## src/rtl/bridge_timer.sv

```systemverilog
// Memory-mapped countdown timer on the CPU bridge bus (CTRL/PRESET/COUNT), one-shot or periodic, irq to CP0.
// Zero wait states: writes land on the strobed edge; rd is a combinational read mux.
module bridge_timer #(
  parameter logic [31:0] BASE = 32'h00007f00
) (
  input  logic        clk,
  input  logic        clr,
  input  logic        we,
  input  logic [31:0] addr,
  input  logic [31:0] wd,
  output logic [31:0] rd,
  output logic        irq
);

  typedef enum logic [1:0] {S_IDLE, S_LOAD, S_CNT, S_INT} state_t;

  state_t      state_q;
  logic [3:0]  ctrl_q;     // {IM, MODE[1:0], EN}
  logic [31:0] preset_q;
  logic [31:0] count_q;
  logic        irq_flag_q;

  logic [31:0] off;
  logic        hit;
  logic [1:0]  sel;
  logic        wr_ctrl;
  logic        wr_preset;
  logic        periodic;
  logic        en_load;

  // Addresses below BASE wrap to a huge offset, so one compare covers both bounds.
  assign off       = addr - BASE;
  assign hit       = (off <= 32'hB);
  assign sel       = off[3:2];
  assign wr_ctrl   = we && hit && (sel == 2'd0);
  assign wr_preset = we && hit && (sel == 2'd1);
  assign periodic  = (ctrl_q[2:1] == 2'b01);
  assign en_load   = wr_ctrl ? wd[0] : ctrl_q[0];

  always_ff @(posedge clk or negedge clr) begin
    if (!clr) begin
      state_q    <= S_IDLE;
      ctrl_q     <= 4'd0;
      preset_q   <= 32'd0;
      count_q    <= 32'd0;
      irq_flag_q <= 1'b0;
    end else begin
      case (state_q)
        S_IDLE: begin
          if (ctrl_q[0]) state_q <= S_LOAD;
        end
        S_LOAD: begin
          count_q <= preset_q;
          state_q <= en_load ? S_CNT : S_IDLE;
        end
        S_CNT: begin
          if (!ctrl_q[0]) begin
            state_q <= S_IDLE;
          end else if (count_q == 32'd0) begin
            state_q <= S_INT;
          end else if (count_q == 32'd1) begin
            count_q <= 32'd0;
            state_q <= S_INT;
          end else begin
            count_q <= count_q - 32'd1;
          end
        end
        default: begin
          if (periodic) begin
            state_q <= S_LOAD;
          end else begin
            ctrl_q[0] <= 1'b0;
            state_q   <= S_IDLE;
          end
        end
      endcase

      // A CTRL write in the INT cycle overrides both the flag set and the EN auto-clear.
      if (state_q == S_INT)             irq_flag_q <= !wr_ctrl;
      else if (wr_ctrl || wr_preset)    irq_flag_q <= 1'b0;
      else if (periodic)                irq_flag_q <= 1'b0;

      if (wr_ctrl)   ctrl_q   <= wd[3:0];
      if (wr_preset) preset_q <= wd;
    end
  end

  always_comb begin
    rd = 32'd0;
    if (hit) begin
      case (sel)
        2'd0:    rd = {28'd0, ctrl_q};
        2'd1:    rd = preset_q;
        2'd2:    rd = count_q;
        default: rd = 32'd0;
      endcase
    end
  end

  assign irq = irq_flag_q & ctrl_q[3];

endmodule

```

## config.mk

```make
export PLATFORM = sky130hd
export DESIGN_NAME = bridge_timer
export DESIGN_NICKNAME = d
export VERILOG_FILES = /design/src/rtl/bridge_timer.sv
export SDC_FILE = /design/constraint.sdc
export NUM_CORES = 1
export LEC_CHECK = 0
export CAP_MARGIN = 10
export CORE_ASPECT_RATIO = 2
export CORE_UTILIZATION = 46
export CTS_CLUSTER_DIAMETER = 60
export DETAILED_ROUTE_END_ITERATION = 8
export DONT_BUFFER_PORTS = 1
export SYNTH_ARGS = -nofsm -noshare
export SYNTH_HDL_FRONTEND = slang
export SYNTH_SLANG_ARGS = --single-unit
```

## constraint.sdc

```tcl
create_clock -name clk -period 8.8 [get_ports clk]
set_clock_uncertainty 0.1 [all_clocks]
set_input_delay 2.64 -clock clk [delete_from_list [all_inputs] [get_ports clk]]
set_output_delay 2.64 -clock clk [all_outputs]
set_load 0.01 [all_outputs]
```

==> results of run 1 <==
==> cells in the mapped netlist, types with 6 or more instances <==
| cell | count |
|---|---|
| clkbuf_1 | 36 |
| a21oi_1 | 10 |
| dfrtp_1 | 71 |
| o32ai_1 | 11 |
| or4_1 | 7 |
| a32oi_1 | 9 |
| mux2_2 | 35 |
| a22o_1 | 8 |
| buf_2 | 6 |
| nor2b_1 | 6 |
| nor3_1 | 16 |
| a22oi_1 | 33 |
| o221ai_1 | 7 |
| o31ai_1 | 6 |
| inv_1 | 7 |
| nor4_1 | 17 |
| nand3_1 | 15 |
| nor2_1 | 60 |
| o21ai_0 | 12 |
| nand2_1 | 30 |
| or3_1 | 6 |
| nand4_1 | 10 |
==> power groups by stage <==
stage	Sequential (mW)	Combinational, mW	Clock (mW)
3_3_place_gp	0.332	0.00774	0
5_1_grt	0.326	0.00872	0.391
3_5_place_dp	0.332	0.00800	0
6_report	0.327	0.00800	0.375
4_1_cts	0.327	0.00802	0.381
2_1_floorplan	0.333	0.00655	0
==> routing by layer <==
| metal | up-vias | GRT usage | wire length (um) |
|---|---|---|---|
| met5 | - | 0 | 0 |
| met1 | 1975 | 0.307 | 5090 |
| li1 | 1871 | - | - |
| met3 | 46 | 0.0384 | 557 |
| met2 | 161 | 0.498 | 7200 |
| met4 | 0 | 0.193 | 785 |
==> final cells by class <==
class	instances	area [sq um]
Clock inverter	3	42.5
Fill cell	895	4620
Multi-Input combinational cell	372	2510
Tap cell	130	163
Clock buffer	12	256
Inverter	7	26.3
Sequential cell	71	1780
Timing Repair Buffer	8	57.6
==> worst register-to-register path: cells and delay by family, from the launching register on <==
kind                       cells  cell delay (ns)
and+or+nand+nor                3             2.12
AOI/OAI and AO/OA              2             0.79
DFF                            1             0.43
adders and majority gates      1             0.20
buffers and inverters          1             0.11
==> kinds of logic after synthesis <==
| group | Yosys count |
|---|---|
| AO/OA/AOI/OAI | 135 |
| multiplexers | 40 |
| buffers and inverters | 54 |
| adder cells (fa/ha/maj) | 2 |
| flip-flops | 71 |
| AND/OR/NAND/NOR | 195 |
==> registers in the layout (all words and copies together) (netlist names) <==
signal and count:
ctrl_q 4, count_q 32, preset_q 32, state_q 2, irq_flag_q 1
==> worst paths after layout <==
check                      cells past startpoint                  endpoint                    start
max reg2reg                                    7   count_q[26]$_DFFE_PN0P_   count_q[0]$_DFFE_PN0P_
max                                            5                    rd[20]                 addr[26]
max in group asynchronous                      0   count_q[25]$_DFFE_PN0P_                      clr
min                                            1   count_q[31]$_DFFE_PN0P_  count_q[31]$_DFFE_PN0P_
min in group asynchronous                      0  preset_q[30]$_DFFE_PN0P_                      clr
min reg2reg                                    1   count_q[31]$_DFFE_PN0P_  count_q[31]$_DFFE_PN0P_
==> impl_metrics.env, run 1 <==
export IMPL_crit_path_max_incr_delay_ns=0.38
export IMPL_antenna_found_initial=0
export IMPL_peakVddDrop_v=0.0000897
export IMPL_ys_flop_type="dfrtp_1"
export IMPL_combPwrFrac=0.011
export IMPL_vias_per_cell=6.72
export IMPL_ant_nets=0
export IMPL_worst_slack_ns=2.09
export IMPL_wirelength_um=13600
export IMPL_cts_max_level=3
export IMPL_start_util=0.476
export IMPL_power_leakage_nw=2.01
export IMPL_drc_errors=0
export IMPL_synth_area_leaders="dfrtp_1 (39%), mux2_2 (8.8%), a22oi_1 (5.5%)"
export IMPL_crit_required_ns=6.06
export IMPL_synth_seq_cells=71
export IMPL_p_sw_mw=0.147
export IMPL_final_cell_count_no_fill=603
export IMPL_crit_path_top_delay_cell="or3_1"
export IMPL_die_area_sq_um=10200
export IMPL_power_internal_mw=0.562
export IMPL_ys_types=57
export IMPL_yosysWarningCount=0
export IMPL_grt_overflow=0
export IMPL_synth_top_area_cell="dfrtp_1"
export IMPL_synth_simple_area_share=0.222
export IMPL_final_common_cell="dfrtp_1"
export IMPL_cts_tree="yes"
export IMPL_antenna_cells=0
export IMPL_post_cts_buffers=0
export IMPL_cp_start_kind="input port"
export IMPL_drt_iter0_drc=557
export IMPL_utilization=0.511
export IMPL_cp_end_kind="output pin"
export IMPL_cts_sinks=71
export IMPL_rrSetupSlack_ns=4.90
export IMPL_synth_nets=566
export IMPL_synth_edf_count=0
export IMPL_drive_gt1_frac=0.146
export IMPL_drv_cap=0
export IMPL_timing_final_crit_share=0.762
export IMPL_max_freq_mhz=149
export IMPL_numCtsBuffers=9
export IMPL_cts_resized_gates=0
export IMPL_synth_cells=497
export IMPL_fin_area_sq_um=4830
export IMPL_grt_max_degree=72
export IMPL_crit_type="input port to output pin"
export IMPL_grt_pass1_vias=4098
export IMPL_clkTransAtPathRegs_ns=0.06
export IMPL_core_sq_um=9450
export IMPL_placed_cells=587
export IMPL_worstSkewPairLatency_ns=0.35
export IMPL_synth_xor_area_share=0
export IMPL_path_cells="nor4_1 -> nand4_1 -> or3_1 -> buf_4 -> nor2_1"
export IMPL_synth_compound_area_frac=0.229
export IMPL_wl_per_cell_um=22.6
export IMPL_clockBufferDepth=2
export IMPL_maxSlewHeadroom=0.269
export IMPL_synth_top_area_frac=0.395
export IMPL_netlist_area_sq_um=4500
export IMPL_ioPinCount=100
export IMPL_hold_class="register to register"
export IMPL_dp_hpwl_um=9360
export IMPL_critPathBufInv=1
export IMPL_dr_total_vias=4053
export IMPL_avgSynthCellArea_sq_um=9.05
export IMPL_period_minus_slack_ns=6.71
export IMPL_power_switching_share=0.208
export IMPL_synth_top_family_by_area="compound AO/OA/AOI/OAI gates"
export IMPL_root_buffer="clkbuf_16"
export IMPL_grt_total_usage=0.283
export IMPL_nNetsFinal=538
export IMPL_grt_pass1_wl_um=21700
export IMPL_run_status="finished, final reports clean"
export IMPL_muxShareOfSynthArea=0.0987
export IMPL_synth_seq_area_share=0.395
export IMPL_worst_endpoint_arrival_ns=3.97
export IMPL_row_count=50
export IMPL_placed_cell_area_sq_um=4530
export IMPL_worstPathMaxFanout=34
export IMPL_mostFrequentLayoutCells="dfrtp_1 (71), nor2_1 (59), mux2_2 (35), a22oi_1 (33), nand2_1 (30)"
export IMPL_power_frac_seq=0.461
export IMPL_pwr_share_clk=0.528
export IMPL_setup_viol=0
export IMPL_total_power_mw=0.709
export IMPL_whs_ns=0.422
export IMPL_syn2layout_area_growth_pct=7.40
export IMPL_die_y_um=142
export IMPL_worst_pin_slew_ns=1.10
export IMPL_place_ws_ns=2.03
export IMPL_finalSetupTns_ns=0
export IMPL_hold_viol=0
export IMPL_synth_async_reset_ratio=1.00
export IMPL_dr_pass1_iters=5
export IMPL_rsz0062_at_grt="no"
export IMPL_port_buffers=0
export IMPL_cts_hold_buf=0
export IMPL_critical_path_top_delay_family="simple AND/OR/NAND/NOR gates"
export IMPL_place_congestion=0.944
export IMPL_die_x_um=71.9
export IMPL_slew_violations=0
export IMPL_synthAdderAreaFrac=0.00556
export IMPL_p_per_area_nw_per_um2=147
Note: power is estimated with default switching activity, not from simulation.
==> run 2: changes to the inputs <==
==> constraint.sdc (replaced) <==
create_clock -name clk -period 6.15 [get_ports clk]
set_clock_uncertainty 0.1 [all_clocks]
set_input_delay 1.845 -clock clk [delete_from_list [all_inputs] [get_ports clk]]
set_output_delay 1.845 -clock clk [all_outputs]
set_load 0.01 [all_outputs]
==> run 2 against run 1 <==
  * Core utilization up 0.16 points
  * Sequential power up 43%
  * Setup slack worse by 1.1 ns
  * Count of clock-buffer cells in the layout unchanged
  * Largest cell class unchanged
  * Highest routed layer unchanged
  * Final area up 0.31%
  * Flip-flop and latch count unchanged
  * Global-route usage up 0.12 points
==> impl_metrics.env, run 2 (same netlist as run 1, synthesis figures left out) <==
export IMPL_worst_endpoint_arrival_ns=3.20
export IMPL_rsz0062_at_grt="no"
export IMPL_dr_total_vias=4116
export IMPL_wirelength_um=13700
export IMPL_path_cells="nor4_1 -> nand4_1 -> or3_1 -> buf_4 -> nor2_1"
export IMPL_peakVddDrop_v=0.000138
export IMPL_setup_viol=0
export IMPL_numCtsBuffers=9
export IMPL_grt_overflow=0
export IMPL_die_area_sq_um=10200
export IMPL_ant_nets=0
export IMPL_r2r_start="count_q[0]$_DFFE_PN0P_"
export IMPL_vias_per_cell=6.83
export IMPL_worstSkewPairLatency_ns=0.34
export IMPL_cts_max_level=3
export IMPL_syn2layout_area_growth_pct=7.73
export IMPL_whs_ns=0.431
export IMPL_worstHoldEndpoint="ctrl_q[3]$_DFFE_PN0P_"
export IMPL_post_cts_buffers=0
export IMPL_row_count=50
export IMPL_dp_hpwl_um=9520
export IMPL_rr_worst_depth=7
export IMPL_cp_start_kind="input port"
export IMPL_cts_sinks=71
export IMPL_hold_class="register to register"
export IMPL_critPathBufInv=1
export IMPL_slew_violations=0
export IMPL_ioPinCount=100
export IMPL_crit_required_ns=4.20
export IMPL_placed_cell_area_sq_um=4530
export IMPL_antenna_found_initial=0
export IMPL_worst_pin_slew_ns=1.12
export IMPL_grt_pass1_wl_um=22000
export IMPL_critical_path_top_delay_family="simple AND/OR/NAND/NOR gates"
export IMPL_run_status="finished, final reports clean"
export IMPL_fin_area_sq_um=4850
export IMPL_holdPathStages=1
export IMPL_drc_errors=0
export IMPL_antenna_cells=0
export IMPL_dr_pass1_iters=5
export IMPL_cts_resized_gates=0
export IMPL_die_y_um=142
export IMPL_cts_hold_buf=0
export IMPL_nNetsFinal=537
export IMPL_clkTransAtPathRegs_ns=0.06
export IMPL_final_common_cell="dfrtp_1"
export IMPL_crit_path_top_delay_cell="or3_1"
export IMPL_hp_start="ctrl_q[3]$_DFFE_PN0P_"
export IMPL_rrSetupSlack_ns=2.28
export IMPL_crit_type="input port to output pin"
export IMPL_mostFrequentLayoutCells="dfrtp_1 (71), nor2_1 (59), mux2_2 (35), a22oi_1 (33), nand2_1 (30)"
export IMPL_root_buffer="clkbuf_16"
export IMPL_drt_iter0_drc=371
export IMPL_die_x_um=71.9
export IMPL_crit_path_max_incr_delay_ns=0.38
export IMPL_drive_gt1_frac=0.148
export IMPL_start_util=0.476
export IMPL_timing_final_crit_share=0.837
export IMPL_clockBufferDepth=2
export IMPL_cp_end_kind="output pin"
export IMPL_place_congestion=0.915
export IMPL_cts_tree="yes"
export IMPL_grt_total_usage=0.284
export IMPL_drv_cap=0
export IMPL_worstPathMaxFanout=34
export IMPL_wl_per_cell_um=22.7
export IMPL_r2r_end="count_q[26]$_DFFE_PN0P_"
export IMPL_period_minus_slack_ns=5.15
export IMPL_max_freq_mhz=194
export IMPL_core_sq_um=9450
export IMPL_power_leakage_nw=2.01
export IMPL_p_per_area_nw_per_um2=213
export IMPL_reg_top3="count_q x32, preset_q x32, ctrl_q x4"
export IMPL_grt_pass1_vias=4107
export IMPL_hold_viol=0
export IMPL_finalSetupTns_ns=0
export IMPL_port_buffers=0
export IMPL_maxSlewHeadroom=0.252
export IMPL_grt_max_degree=72
[run 2: cell types whose count changed in the layout (fill, tap and decap cells not counted), sizes merged]
cell,previous run,this run
clkbuf,13,12
clkinv,1,0
clkinvlp,1,3
[run 2: metal layers]
metal  global-route usage  share of wire
met5                    0              0
met4                0.166          0.037
met3               0.0355          0.047
met2                0.504           0.55
met1                0.318           0.37
[run 2: worst max path at each step]
| stage | from | depth (start not counted) | to |
|---|---|---|---|
| 6_report | addr[20] | 5 | rd[16] |
| 5_1_grt | addr[20] | 5 | rd[20] |
| 4_1_cts | addr[20] | 5 | rd[16] |
| 3_5_place_dp | addr[20] | 5 | rd[16] |
| 3_3_place_gp | addr[20] | 5 | rd[16] |
| 2_1_floorplan | addr[3] | 6 | rd[11] |
[run 2: layout make-up]
class	count	area [sq um]
tap	130	163
clock inverter	4	52.6
fill	907	4600
timing repair buffer	7	52.6
multi-input combinational	372	2510
sequential	71	1780
clock buffer	12	267
inverter	7	26.3
[run 2: report_power, final]
| group | total [mW] | internal [mW] | switching, mW | leakage (nW) |
|---|---|---|---|---|
| logic | 0.0110 | 0.00351 | 0.00752 | 0.877 |
| clock network | 0.555 | 0.347 | 0.208 | 0.147 |
| registers | 0.467 | 0.467 | 0.0000000266 | 0.987 |
| total | 1.03 | 0.818 | 0.215 | 2.01 |
[run 2: per-stage QoR]
step / setup WS, ns / utilization / power [mW] / std cells
floorplan: 1.06 / - / 0.485 / 497
global placement: 0.993 / 0.479 / 0.487 / 587
detailed placement: 0.957 / 0.479 / 0.487 / 587
CTS: 0.968 / 0.513 / 1.04 / 603
global route: 0.872 / 0.513 / 1.06 / 603
finish: 1.00 / 0.513 / 1.03 / 603
